==> src/rtl/param_sync_fifo_pkg.sv <==
// -----------------------------------------------------------------------------
// param_sync_fifo_pkg
// Shared types and helpers for the parameterised synchronous FWFT FIFO.
//   fifo2_state_e : state of the dedicated two-entry core. The encoding is
//                   {full, empty}, so both flags are plain register bits.
//   ptr_inc       : pointer increment that wraps from depth-1 back to 0.
// -----------------------------------------------------------------------------
package param_sync_fifo_pkg;

   typedef enum logic [1:0] {
      StOne   = 2'b00,
      StEmpty = 2'b01,
      StFull  = 2'b10
   } fifo2_state_e;

   // Wraps at an arbitrary depth, so non-power-of-two depths work.
   function automatic logic [31:0] ptr_inc(input logic [31:0] ptr, input logic [31:0] depth);
      return (ptr == depth - 32'd1) ? 32'd0 : ptr + 32'd1;
   endfunction

endpackage

==> src/rtl/param_sync_fifo_if.sv <==
// -----------------------------------------------------------------------------
// param_sync_fifo_if
// Write/read handshake bundle of the synchronous FIFO.
//   wr_data/wr_en : push side, driven by the master
//   wr_full       : FIFO holds D entries
//   rd_data/rd_en : FWFT head and pop request
//   rd_empty      : FIFO holds no entries
//   count         : occupancy 0..D
// Modports: master (producer/consumer side), slave (the FIFO).
// -----------------------------------------------------------------------------
interface param_sync_fifo_if #(
   parameter int unsigned W = 8,
   parameter int unsigned D = 16
);
   logic [W-1:0]        wr_data;
   logic                wr_en;
   logic                wr_full;
   logic [W-1:0]        rd_data;
   logic                rd_en;
   logic                rd_empty;
   logic [$clog2(D):0]  count;

   modport master (
      output wr_data, wr_en, rd_en,
      input  wr_full, rd_data, rd_empty, count
   );

   modport slave (
      input  wr_data, wr_en, rd_en,
      output wr_full, rd_data, rd_empty, count
   );
endinterface

==> src/rtl/param_sync_fifo_2deep.sv <==
// -----------------------------------------------------------------------------
// param_sync_fifo_2deep
// Two-entry FWFT FIFO core built from a head and a tail register.
//   clk      : clock, rising edge
//   reset    : asynchronous, active-low
//   wr_data  : push data          wr_en    : push request
//   wr_full  : two entries held   rd_data  : head entry (FWFT)
//   rd_en    : pop request        rd_empty : no entries held
//   count    : occupancy, decoded from {wr_full, rd_empty}
// The head register always holds the oldest entry, so rd_data never
// depends combinationally on wr_data.
// -----------------------------------------------------------------------------
module param_sync_fifo_2deep
   import param_sync_fifo_pkg::*;
#(
   parameter int unsigned W = 8
) (
   input  logic         clk,
   input  logic         reset,
   input  logic [W-1:0] wr_data,
   input  logic         wr_en,
   output logic         wr_full,
   output logic [W-1:0] rd_data,
   input  logic         rd_en,
   output logic         rd_empty,
   output logic [1:0]   count
);

   fifo2_state_e state_q, state_d;
   logic [W-1:0] head_q, head_d;
   logic [W-1:0] tail_q, tail_d;

   always_ff @(posedge clk or negedge reset) begin
      if (!reset) begin
         state_q <= StEmpty;
      end else begin
         state_q <= state_d;
      end
   end

   // Data registers are not reset; they are only meaningful while non-empty.
   always_ff @(posedge clk) begin
      head_q <= head_d;
      tail_q <= tail_d;
   end

   // A push while full and a pop while empty are simply not decoded below.
   always_comb begin
      state_d = state_q;
      head_d  = head_q;
      tail_d  = tail_q;
      case (state_q)
         StEmpty: begin
            if (wr_en) begin
               head_d  = wr_data;
               state_d = StOne;
            end
         end
         StOne: begin
            case ({wr_en, rd_en})
               2'b10: begin
                  tail_d  = wr_data;
                  state_d = StFull;
               end
               2'b01:   state_d = StEmpty;
               2'b11:   head_d  = wr_data;
               default: ;
            endcase
         end
         StFull: begin
            if (rd_en) begin
               head_d  = tail_q;
               state_d = StOne;
            end
         end
         default: state_d = StEmpty;
      endcase
   end

   always_comb begin
      wr_full  = state_q[1];
      rd_empty = state_q[0];
      rd_data  = head_q;
      unique case ({wr_full, rd_empty})
         2'b00:   count = 2'd1;
         2'b01:   count = 2'd0;
         2'b10:   count = 2'd2;
         default: count = 2'd0;
      endcase
   end

endmodule

==> src/rtl/param_sync_fifo.sv <==
// -----------------------------------------------------------------------------
// param_sync_fifo
// Single-clock first-word-fall-through FIFO, W bits wide and D entries deep.
//   clk   : clock, rising edge
//   reset : asynchronous, active-low; clears pointers, count and flags
//   bus   : slave side of param_sync_fifo_if (wr_data, wr_en, wr_full,
//           rd_data, rd_en, rd_empty, count)
// D == 2 uses the dedicated two-register core; every other depth uses a RAM
// array with wrapping read/write pointers and a registered occupancy count.
// -----------------------------------------------------------------------------
module param_sync_fifo
   import param_sync_fifo_pkg::*;
#(
   parameter int unsigned W  = 8,
   parameter int unsigned D  = 16,
   parameter int unsigned UB = $clog2(D)
) (
   input  logic          clk,
   input  logic          reset,
   param_sync_fifo_if.slave bus
);

   if (D == 2) begin : g_2deep
      logic [1:0] count2;

      param_sync_fifo_2deep #(
         .W (W)
      ) u_core (
         .clk      (clk),
         .reset    (reset),
         .wr_data  (bus.wr_data),
         .wr_en    (bus.wr_en),
         .wr_full  (bus.wr_full),
         .rd_data  (bus.rd_data),
         .rd_en    (bus.rd_en),
         .rd_empty (bus.rd_empty),
         .count    (count2)
      );

      assign bus.count = (UB+1)'(count2);
   end else begin : g_ram
      localparam int unsigned PW = $clog2(D);

      logic [W-1:0]  mem [D];
      logic [PW-1:0] wr_ptr_q, wr_ptr_d;
      logic [PW-1:0] rd_ptr_q, rd_ptr_d;
      logic [UB:0]   count_q, count_d;
      logic          full_q, full_d;
      logic          empty_q, empty_d;
      logic          push, pop;

      always_comb begin
         push     = bus.wr_en & ~full_q;
         pop      = bus.rd_en & ~empty_q;
         wr_ptr_d = wr_ptr_q;
         rd_ptr_d = rd_ptr_q;
         count_d  = count_q;
         if (push) wr_ptr_d = PW'(ptr_inc(32'(wr_ptr_q), D));
         if (pop)  rd_ptr_d = PW'(ptr_inc(32'(rd_ptr_q), D));
         case ({push, pop})
            2'b10:   count_d = count_q + (UB+1)'(1);
            2'b01:   count_d = count_q - (UB+1)'(1);
            default: ;
         endcase
         // Flags come from next count so they are registered alongside it.
         full_d  = (count_d == (UB+1)'(D));
         empty_d = (count_d == '0);
      end

      always_ff @(posedge clk or negedge reset) begin
         if (!reset) begin
            wr_ptr_q <= '0;
            rd_ptr_q <= '0;
            count_q  <= '0;
            full_q   <= 1'b0;
            empty_q  <= 1'b1;
         end else begin
            wr_ptr_q <= wr_ptr_d;
            rd_ptr_q <= rd_ptr_d;
            count_q  <= count_d;
            full_q   <= full_d;
            empty_q  <= empty_d;
         end
      end

      always_ff @(posedge clk) begin
         if (push) mem[wr_ptr_q] <= bus.wr_data;
      end

      assign bus.rd_data  = mem[rd_ptr_q];
      assign bus.wr_full  = full_q;
      assign bus.rd_empty = empty_q;
      assign bus.count    = count_q;
   end

endmodule

==> src/flat_wrapper.sv <==
// flat-port wrapper written by rule: the top's interface ports become plain ports
module param_sync_fifo_flat import param_sync_fifo_pkg::*;
#(
   parameter int unsigned W  = 8,
   parameter int unsigned D  = 16,
   parameter int unsigned UB = $clog2(D)
)
  (clk, reset, bus_wr_data, bus_wr_en, bus_rd_en, bus_wr_full, bus_rd_data, bus_rd_empty, bus_count);
  param_sync_fifo_if #(.W(W), .D(D)) bus_i ();
  input  logic clk;
  input  logic reset;
  input wire logic [$bits(bus_i.wr_data)-1:0] bus_wr_data;
  input wire logic [$bits(bus_i.wr_en)-1:0] bus_wr_en;
  input wire logic [$bits(bus_i.rd_en)-1:0] bus_rd_en;
  output wire logic [$bits(bus_i.wr_full)-1:0] bus_wr_full;
  output wire logic [$bits(bus_i.rd_data)-1:0] bus_rd_data;
  output wire logic [$bits(bus_i.rd_empty)-1:0] bus_rd_empty;
  output wire logic [$bits(bus_i.count)-1:0] bus_count;
  assign bus_i.wr_data = bus_wr_data;
  assign bus_i.wr_en = bus_wr_en;
  assign bus_i.rd_en = bus_rd_en;
  assign bus_wr_full = bus_i.wr_full;
  assign bus_rd_data = bus_i.rd_data;
  assign bus_rd_empty = bus_i.rd_empty;
  assign bus_count = bus_i.count;
  param_sync_fifo #(.W(W), .D(D), .UB(UB)) u_core (.clk(clk), .reset(reset), .bus(bus_i));
endmodule
==> config.mk <==
export PLATFORM = sky130hd
export DESIGN_NAME = param_sync_fifo_flat
export DESIGN_NICKNAME = d
export VERILOG_FILES = /design/src/rtl/param_sync_fifo_pkg.sv /design/src/rtl/param_sync_fifo_if.sv /design/src/rtl/param_sync_fifo_2deep.sv /design/src/rtl/param_sync_fifo.sv /design/src/flat_wrapper.sv
export SDC_FILE = /design/constraint.sdc
export NUM_CORES = 1
export LEC_CHECK = 0
export CAP_MARGIN = 0
export CORE_ASPECT_RATIO = 1.4
export CORE_MARGIN = 8
export CORE_UTILIZATION = 64
export CTS_CLUSTER_DIAMETER = 30
export DETAILED_ROUTE_END_ITERATION = 6
export PLACE_DENSITY_LB_ADDON = 0.08
export SYNTH_ARGS = -nofsm -noshare
export SYNTH_HDL_FRONTEND = slang
export SYNTH_HIERARCHICAL = 1
export SYNTH_SLANG_ARGS = --single-unit
==> constraint.sdc <==
create_clock -name clk -period 8.1 [get_ports clk]
set_input_delay 1.215 -clock clk [delete_from_list [all_inputs] [get_ports clk]]
set_output_delay 1.215 -clock clk [all_outputs]
set_load 0.1 [all_outputs]
Word-level counts from Yosys, hierarchy flattened --
Memory sizes are Yosys's and may differ from the RTL's. Cells that the tools add are included.
Storage, ports and cells: memories 1, latch bits 0, register bits 15, ROM bits 0, output and inout bits 15, bits in writable memories 128
Memory list:
- u_core.g_ram.mem | words 16, bits a word 8, rd ports 1, clocked after Yosys merged registers in 0, wr ports 1, line param_sync_fifo.sv:44 | logic [W-1:0] mem [D];
Operators by class: shift-type cells 0, order comparisons 0, add/sub/neg operators 4, equal/unequal tests 5, muxes and demuxes 5, divide/modulo/power cells 0, reductions and logical operators 1, bitwise logic cells 4, multiply operators 0
Operators with widths (count):
- $pmux 5 s2 | 1
- $add 4x1->4 const B | 2
- $eq 4x4->1 const B | 2
- $mux 4 | 2
- $add 5x1->5 const B | 1
- $eq 5x5->1 const B | 1
- $logic_not 5->1 | 1
- $sub 5x1->5 const B | 1
- $and 1x1->1 | 2
- $eq 2x1->1 const B | 1
- $eq 2x2->1 const B | 1
- $mux 1 | 2
- $not 1->1 | 2

Logic depth before layout (Yosys ltp) --
Gate-level depths: netlist of the first run.
depth in word-level cells 5, gate-level depth with buffers 11, mapped depth without buffers 10

Least setup slack after synthesis of the first run --
Ideal clock, no wire load.
kind input port to flip-flop, from input port bus_wr_en, to register u_core.g_ram.empty_q (netlist: u_core/bus.rd_empty), arrival 3.307 ns, cell stages on the path 11, library setup time 0.063 ns, required time 8.037 ns, path slack 4.729 ns, cell sequence nor2b_4 > buf_6 > inv_2 > nand2_1 > xnor2_1 > ha_1 > a21oi_1 > or3_4 > a2111o_1 > a31o_1 > and4bb_1
On the way: cells in the longest elaborated chain, start to end 4, elaborated cells on any way between the ends 5, classes of those cells eq/ne: 2; mux: 1; bitwise: 1; reduce/logical: 1
RTL lines:
- start, declared | line flat_wrapper.sv:13 | input wire logic [$bits(bus_i.wr_en)-1:0] bus_wr_en;
- $and 1x1->1 * | line param_sync_fifo.sv:53 | push = bus.wr_en & ~full_q;
- $eq 2x1->1 / $eq 2x2->1 (equally long branches) | line param_sync_fifo.sv:60 | case ({push, pop})
- $pmux 5 s2 * | line param_sync_fifo.sv:60
- $logic_not 5->1 * | line param_sync_fifo.sv:67 | empty_d = (count_d == '0);
- via u_core.g_ram.empty_d | line param_sync_fifo.sv:49 | logic empty_q, empty_d;
- end signal, assigned | line param_sync_fifo.sv:82 | empty_q <= empty_d;
- end, declared | line param_sync_fifo.sv:49
The timed path passes the listed nets; every way through them passes the cells marked *. A chain may end at the register's enable or synchronous reset.

Worst setup path in the final report of the first run --
from register u_core.g_ram.rd_ptr_q[0], to output port bus_rd_data[5]
On the way: cells in the longest elaborated chain, start to end 1
RTL lines:
- start, declared | line param_sync_fifo.sv:46 | logic [PW-1:0] rd_ptr_q, rd_ptr_d;
- start signal, assigned | line param_sync_fifo.sv:79 | rd_ptr_q <= rd_ptr_d;
- $mem_v2 16x8
- end, declared | line flat_wrapper.sv:16 | output wire logic [$bits(bus_i.rd_data)-1:0] bus_rd_data;
No other way between the ends.

==> impl_metrics.py, run 1 <==
metrics = {
    "run": {
        "cap_viol_max_count": 0,
    },
    "route": {
        "via_per_inst": 6.610,
        "initialDrtViolationCount": 229,
        "post_drt_wl_per_cell_um": 26.51,
        "routed_wirelength_um": 11690,
        "drt.antenna.violating_nets": 0,
        "first_pass_iters": 4,
        "drc": 0,
        "vias": 2915,
    },
    "floorplanning": {
        "io_pins": 27,
        "die_w_um": 96.50,
        "design.core.area_sq_um": 8926,
        "die_area_sq_um": 12420,
        "start_util": 0.6504,
        "rows": 41,
        "die-height_um": 128.7,
    },
    "hold_path": {
        "hp-class": "reg -> reg",
        "worstHoldStart": "u_core/g_ram.wr_ptr_q[2]",
        "hold_depth": 1,
        "hold-path-endpoint": "u_core/g_ram.wr_ptr_q[2]",
    },
    "power_and_ir_drop": {
        "clkPwrFrac": 0.268,
        "switchingPower_mw": 1.095,
        "p_per_area_nw_per_um2": 426.7,
        "swShare": 0.3803,
        "power_frac_seq": 0.350,
        "p_int_mw": 1.783,
        "leakage_nw": 2.261,
        "combPwrFrac": 0.381,
        "vdd_drop_max_v": 0.0003548,
    },
    "sta": {
        "setup_viol": 0,
        "worst_pin_slew_ns": 1.008,
        "period_needed_ns": 4.807,
        "clock-skew-final_ns": 0.006606,
        "fin_crit_sh": 0.5934,
        "tns_ns": 0,
        "final_hold_viol_count": 0,
        "report.final.slew_viol_count": 0,
        "grt_setup_unrepaired": "no",
        "setup_slack_ns": 3.293,
        "relSlewSlack": 0.3258,
        "fmax_mhz": 208.0,
    },
    "synth": {
        "ys_top_cells_by_area": "edfxtp_1 66%, mux4_2 16%, dfrtp_1 6.0%, ha_1 1.5%, and2_1 1.4%",
        "synth_largest_area_cell": "edfxtp_1",
        "ys_ff_latch": 143,
        "synth_nets": 306,
        "syn_area_sq_um": 5806,
        "synth_area_per_cell_sq_um": 20.23,
        "synth_top_cell_area_share": 0.6621,
        "synth_cell_type_count": 42,
        "synth_cells": 287,
        "ys_warn_count": 6,
        "yosysSeqAreaShare": 0.7269,
    },
    "clock_tree": {
        "cts_hold_buf": 0,
        "cts_inserted_buffers": 17,
        "clk_latency_ns": 0.42,
        "path_clk_slew_ns": 0.06,
        "root_buffer": "clkbuf_16",
        "cts_tree": "yes",
        "cts_setup_buffers": 0,
        "post_cts_resized": 0,
        "cts_sinks": 143,
        "htree_num_levels": 4,
        "cts.path.max_buffers": 2,
    },
    "setup_path": {
        "worstPathArrival_ns": 3.59,
        "r2r-end": "u_core/bus.rd_empty",
        "critPathMaxFanout": 28,
        "rrSetupSlack_ns": 5.15,
        "rr_worst_depth": 10,
        "worstPathRequired_ns": 6.88,
        "start_kind": "flip-flop",
        "crit_type": "reg -> out",
        "end_kind": "output port",
        "r2r_start": "u_core/bus.rd_empty",
        "cp_slowest_cell": "clkdlybuf4s50_1",
        "crit_path_frequent_cell": "mux4_2",
        "slowest_delay_ns": 1.01,
        "crit_family": "buffers and inverters",
        "crit_path_cell_trace": "buf_4, mux4_2, mux4_2, clkdlybuf4s50_1",
        "path_buf_inv": 2,
    },
    "layout": {
        "area_growth_pct": 16.19,
        "finalInstanceArea_sq_um": 6745,
        "finalNetCount": 340,
        "drive_gt1_frac": 0.2335,
        "fillers": 529,
        "diodes": 0,
        "final_cells": 441,
    },
    "global_route": {
        "grt_usage": 0.2113,
        "grt_overflow": 0,
        "grt_max_degree": 29,
        "first_global_vias": 2971,
        "grt_pass1_wl_um": 17850,
        "grt_antenna_before_repair": 0,
    },
    "status": {
        "status": "finished, final reports clean",
    },
    "placement": {
        "placed_area_sq_um": 6153,
        "port_buffers": 26,
        "gp_congestion": 0.7401,
        "pre_cts_ws_ns": 3.740,
        "dp_hpwl_um": 6996,
        "dp_cells": 409,
    },
}
-- cell type report --
type | instances | area (sq um) | area share
sequential | 143 | 4222 | 0.6259
multi-input combinational | 126 | 1504 | 0.2230
clock buffer | 21 | 450.4 | 0.06678
timing repair buffer | 28 | 275.3 | 0.04081
clock inverter | 11 | 141.4 | 0.02096
tap | 107 | 133.9 | 0.01985
inverter | 5 | 18.77 | 0.002782
-- kinds of logic after synthesis --
logic type,Yosys count,share of synthesized area
compound gates,21,0.02522
xor+xnor,7,0.01056
fa+ha+maj,7,0.01509
buf+inv,18,0.01401
flops,143,0.7269
mux,42,0.1588
simple gates,49,0.04935
-- layer usage --
| layer | vias to the layer above | GRT usage | share of wire |
|---|---|---|---|
| met4 | 0 | 0.09302 | 0.025 |
| met1 | 1531 | 0.2527 | 0.40 |
| li1 | 1249 | - | - |
| met3 | 17 | 0.07110 | 0.050 |
| met2 | 118 | 0.3383 | 0.53 |
| met5 | - | 0 | 0 |
-- worst max-delay path by stage --
stage / start / to / slack [ns] / depth (start not counted)
final: u_core/g_ram.rd_ptr_q[0] / bus_rd_data[5] / 3.29 / 4
after detailed placement: u_core/g_ram.rd_ptr_q[0] / bus_rd_data[5] / 3.74 / 4
after global routing: u_core/g_ram.rd_ptr_q[0] / bus_rd_data[5] / 3.11 / 4
after CTS: u_core/g_ram.rd_ptr_q[0] / bus_rd_data[5] / 3.22 / 4
after global placement: u_core/g_ram.rd_ptr_q[0] / bus_rd_data[5] / 3.75 / 4
after floorplan: bus_wr_en / u_core/bus.rd_empty / 4.73 / 11
-- worst reg2reg max path, stage by stage, from the launching register on --
cell	delay, ns
dfstp_2	0.53
nand2b_2	0.20
clkinv_1	0.25
nand2_1	0.20
xnor2_1	0.14
ha_1	0.24
a21oi_1	0.07
or3_4	0.35
a2111o_1	0.41
a31o_1	0.24
and4bb_1	0.27
-- through the flow --
step	hold WS, ns	total power, mW	utilization
6_report	0.5417	2.878	0.7557
5_1_grt	0.5655	2.982	0.7557
4_1_cts	0.5420	2.902	0.7557
3_5_place_dp	0.5315	2.124	0.6894
3_3_place_gp	0.5333	2.109	0.6894
2_1_floorplan	0.4989	1.870	-
-- cells in the final DEF (no fill, tap or decap), drive strengths merged, types with 2 or more instances in the layout --
cell and n:
edfxtp 128, nand2 14, clkinv 6, clkbuf 21, nand4 2, inv 4
bufinv 3, xnor2 6, and2 13, and3 5, a21o 3, clkdlybuf4s50 26
nand3b 2, ha 7, a211oi 2, a21oi 3, dfrtp 14, clkinvlp 3
o21ai 6, or3 2, nor2 4, buf 2, mux4 40
-- power groups by stage --
stage,Clock (mW),Sequential [mW],Combinational [mW]
after floorplan,0,1.07,0.802
after CTS,0.782,1.01,1.11
final,0.772,1.01,1.10
after detailed placement,0,1.02,1.10
after global routing,0.811,1.02,1.15
after global placement,0,1.02,1.09
-- state kept, by name, indices dropped and copies added (netlist names) --
| register | flops |
|---|---|
| u_core/g_ram.wr_ptr_q | 4 |
| u_core/bus.wr_full | 1 |
| u_core/g_ram.rd_ptr_q | 4 |
| u_core/bus.count | 5 |
| u_core/bus.rd_empty | 1 |
| u_core/g_ram.mem | 128 |
-- synth_stat cells, drive strengths merged --
library cell / n
mux2: 1
or3: 2
a211o: 1
dfstp: 1
a31o: 1
clkinv: 1
mux2i: 1
a21o: 3
xor2: 1
edfxtp: 128
a211oi: 2
ha: 7
inv: 4
a221oi: 1
nand2b: 1
nand4: 2
xnor2: 6
and4: 1
nor2b: 1
a311oi: 1
mux4: 40
and2: 13
nand3: 1
nor3: 1
o311ai: 1
and4bb: 1
o32ai: 1
a2111o: 1
dfrtp: 14
nor3b: 1
buf: 8
o21ai: 6
a21oi: 3
clkbuf: 5
and3: 5
nand2: 14
nand3b: 2
nor2: 4
Note: power is estimated with default switching activity, not from simulation.
==> run 2, diff against run 1 <==
--- a/config.mk
+++ b/config.mk
@@ -8,7 +8,7 @@
 export CAP_MARGIN = 0
 export CORE_ASPECT_RATIO = 1.4
 export CORE_MARGIN = 8
-export CORE_UTILIZATION = 64
+export CORE_UTILIZATION = 60
 export CTS_CLUSTER_DIAMETER = 30
 export DETAILED_ROUTE_END_ITERATION = 6
 export PLACE_DENSITY_LB_ADDON = 0.08
==> constraint.sdc (replaced) <==
create_clock -name clk -period 4.8 [get_ports clk]
set_input_delay 0.72 -clock clk [delete_from_list [all_inputs] [get_ports clk]]
set_output_delay 0.72 -clock clk [all_outputs]
set_load 0.1 [all_outputs]
==> run 2 against run 1 <==
  * Hold slack improved by 0.0038 ns
  * Register-to-register slack got worse by 3.3 ns
  * Worst setup slack got worse by 2.4 ns
  * Combinational power rose by 70%
  * Critical path depth fell by 1
  * Non-clock buffer count rose by 2
  * Global-route usage fell by 1.6 points
  * Die area rose by 5.7%
  * Highest routed layer unchanged
==> impl_metrics.py, run 2 (synthesis gave the netlist of run 1 again) <==
metrics = {
    "setup_path": {
        "crit_family": "buffers and inverters",
        "end_kind": "output port",
        "start_kind": "flip-flop",
        "worstPathArrival_ns": 3.22,
        "worstPathRequired_ns": 4.08,
        "cp_slowest_cell": "clkdlybuf4s50_1",
        "crit_path_cell_trace": "mux4_2, mux4_2, clkdlybuf4s50_1",
        "slowest_delay_ns": 0.98,
        "crit_type": "reg -> out",
        "critPathMaxFanout": 20,
        "crit_path_frequent_cell": "mux4_2",
        "path_buf_inv": 1,
    },
    "global_route": {
        "grt_antenna_before_repair": 0,
        "grt_max_degree": 28,
        "grt_overflow": 0,
        "grt_usage": 0.1950,
        "grt_pass1_wl_um": 18070,
        "first_global_vias": 3059,
    },
    "clock_tree": {
        "post_cts_resized": 0,
        "root_buffer": "clkbuf_16",
        "cts_tree": "yes",
        "cts_inserted_buffers": 17,
        "cts_setup_buffers": 0,
        "cts.path.max_buffers": 2,
        "cts_hold_buf": 0,
        "clk_latency_ns": 0.41,
        "path_clk_slew_ns": 0.06,
        "cts_sinks": 143,
        "htree_num_levels": 4,
    },
    "route": {
        "routed_wirelength_um": 11940,
        "initialDrtViolationCount": 191,
        "vias": 2831,
        "drc": 0,
        "drt.antenna.violating_nets": 0,
        "via_per_inst": 6.348,
        "first_pass_iters": 4,
        "post_drt_wl_per_cell_um": 26.77,
    },
    "sta": {
        "period_needed_ns": 3.937,
        "fmax_mhz": 254.0,
        "grt_setup_unrepaired": "no",
        "worst_pin_slew_ns": 0.9780,
        "clock-skew-final_ns": 0.007233,
        "tns_ns": 0,
        "fin_crit_sh": 0.8202,
        "setup_viol": 0,
        "final_hold_viol_count": 0,
        "relSlewSlack": 0.3460,
        "report.final.slew_viol_count": 0,
    },
    "placement": {
        "gp_congestion": 0.8330,
        "dp_hpwl_um": 7234,
        "port_buffers": 26,
    },
    "layout": {
        "top_register": "u_core/g_ram.mem",
        "finalNetCount": 342,
        "drive_gt1_frac": 0.2589,
        "area_growth_pct": 16.53,
        "largest_reg_flops": 128,
        "diodes": 0,
        "final_common_cell": "edfxtp_1",
        "layout_common_cells": "128 x edfxtp_1, 40 x mux4_2, 20 x clkbuf_16",
    },
    "floorplanning": {
        "io_pins": 27,
        "design.core.area_sq_um": 9459,
        "rows": 42,
        "die_area_sq_um": 13120,
        "die-height_um": 132.4,
        "die_w_um": 99.14,
        "start_util": 0.6138,
    },
    "run": {
        "cap_viol_max_count": 0,
    },
    "status": {
        "status": "finished, final reports clean",
    },
    "power_and_ir_drop": {
        "leakage_nw": 2.285,
        "p_per_area_nw_per_um2": 720.9,
        "vdd_drop_max_v": 0.0005513,
        "power_mw": 4.877,
    },
    "hold_path": {
        "hp-class": "reg -> reg",
    },
}
## run 2: worst reg2reg max path, cell delays in order, from the launching register on
cell and delay, ns:
dfstp_2 0.53, nand2b_2 0.18, clkinv_1 0.22, nand2_1 0.19, xnor2_1 0.14, ha_1 0.25
a21oi_1 0.07, or3_4 0.35, a2111o_1 0.41, a31o_1 0.23, and4bb_1 0.27
## run 2: stage by stage
step | cells | worst slack (ns) | util | cell area (sq um) | hold WS (ns)
final | 446 | 0.8632 | 0.7152 | 6765 | 0.5455
after global routing | 446 | 0.7709 | 0.7152 | 6765 | 0.5721
after CTS | 446 | 0.8201 | 0.7152 | 6765 | 0.5446
after detailed placement | 414 | 1.279 | 0.6507 | 6155 | 0.5299
after global placement | 414 | 1.349 | 0.6507 | 6155 | 0.5297
after floorplan | 287 | 1.684 | - | 5806 | 0.4244
## run 2: worst paths after layout
check                                                end                      from  slack, ns  cells past startpoint
worst max-delay path                      bus_rd_data[0]  u_core/g_ram.rd_ptr_q[1]       0.86                      3
worst min-delay path            u_core/g_ram.wr_ptr_q[2]  u_core/g_ram.wr_ptr_q[2]       0.55                      1
worst max register to register       u_core/bus.rd_empty       u_core/bus.rd_empty       1.89                     10
worst min register to register  u_core/g_ram.wr_ptr_q[2]  u_core/g_ram.wr_ptr_q[2]       0.55                      1
max in group asynchronous       u_core/g_ram.rd_ptr_q[0]                     reset       3.56                      1
min in group asynchronous            u_core/bus.count[3]                     reset       0.74                      1
## run 2: metal layers
metal  vias to the layer above  GRT usage  part of all wire
met2                       101     0.3259              0.53
met3                        23    0.05973             0.071
met4                         0     0.1030             0.027
met5                         -          0                 0
met1                      1448     0.2183              0.37
li1                       1259          -                 -
## run 2: final cells by class
type                            count  area, sq um
Multi-Input combinational cell    126         1504
Tap cell                          110        137.6
Sequential cell                   143         4222
Clock inverter                      7        71.32
Clock buffer                       25        539.3
Timing Repair Buffer               30        272.8
Inverter                            5        18.77
Fill cell                         562         2694
## run 2: power breakdown
group	switching (mW)	leakage [nW]	internal, mW
logic	1.23	0.658	0.648
clock network	0.469	0.291	0.833
registers	0.176	1.34	1.53
total	1.87	2.29	3.01
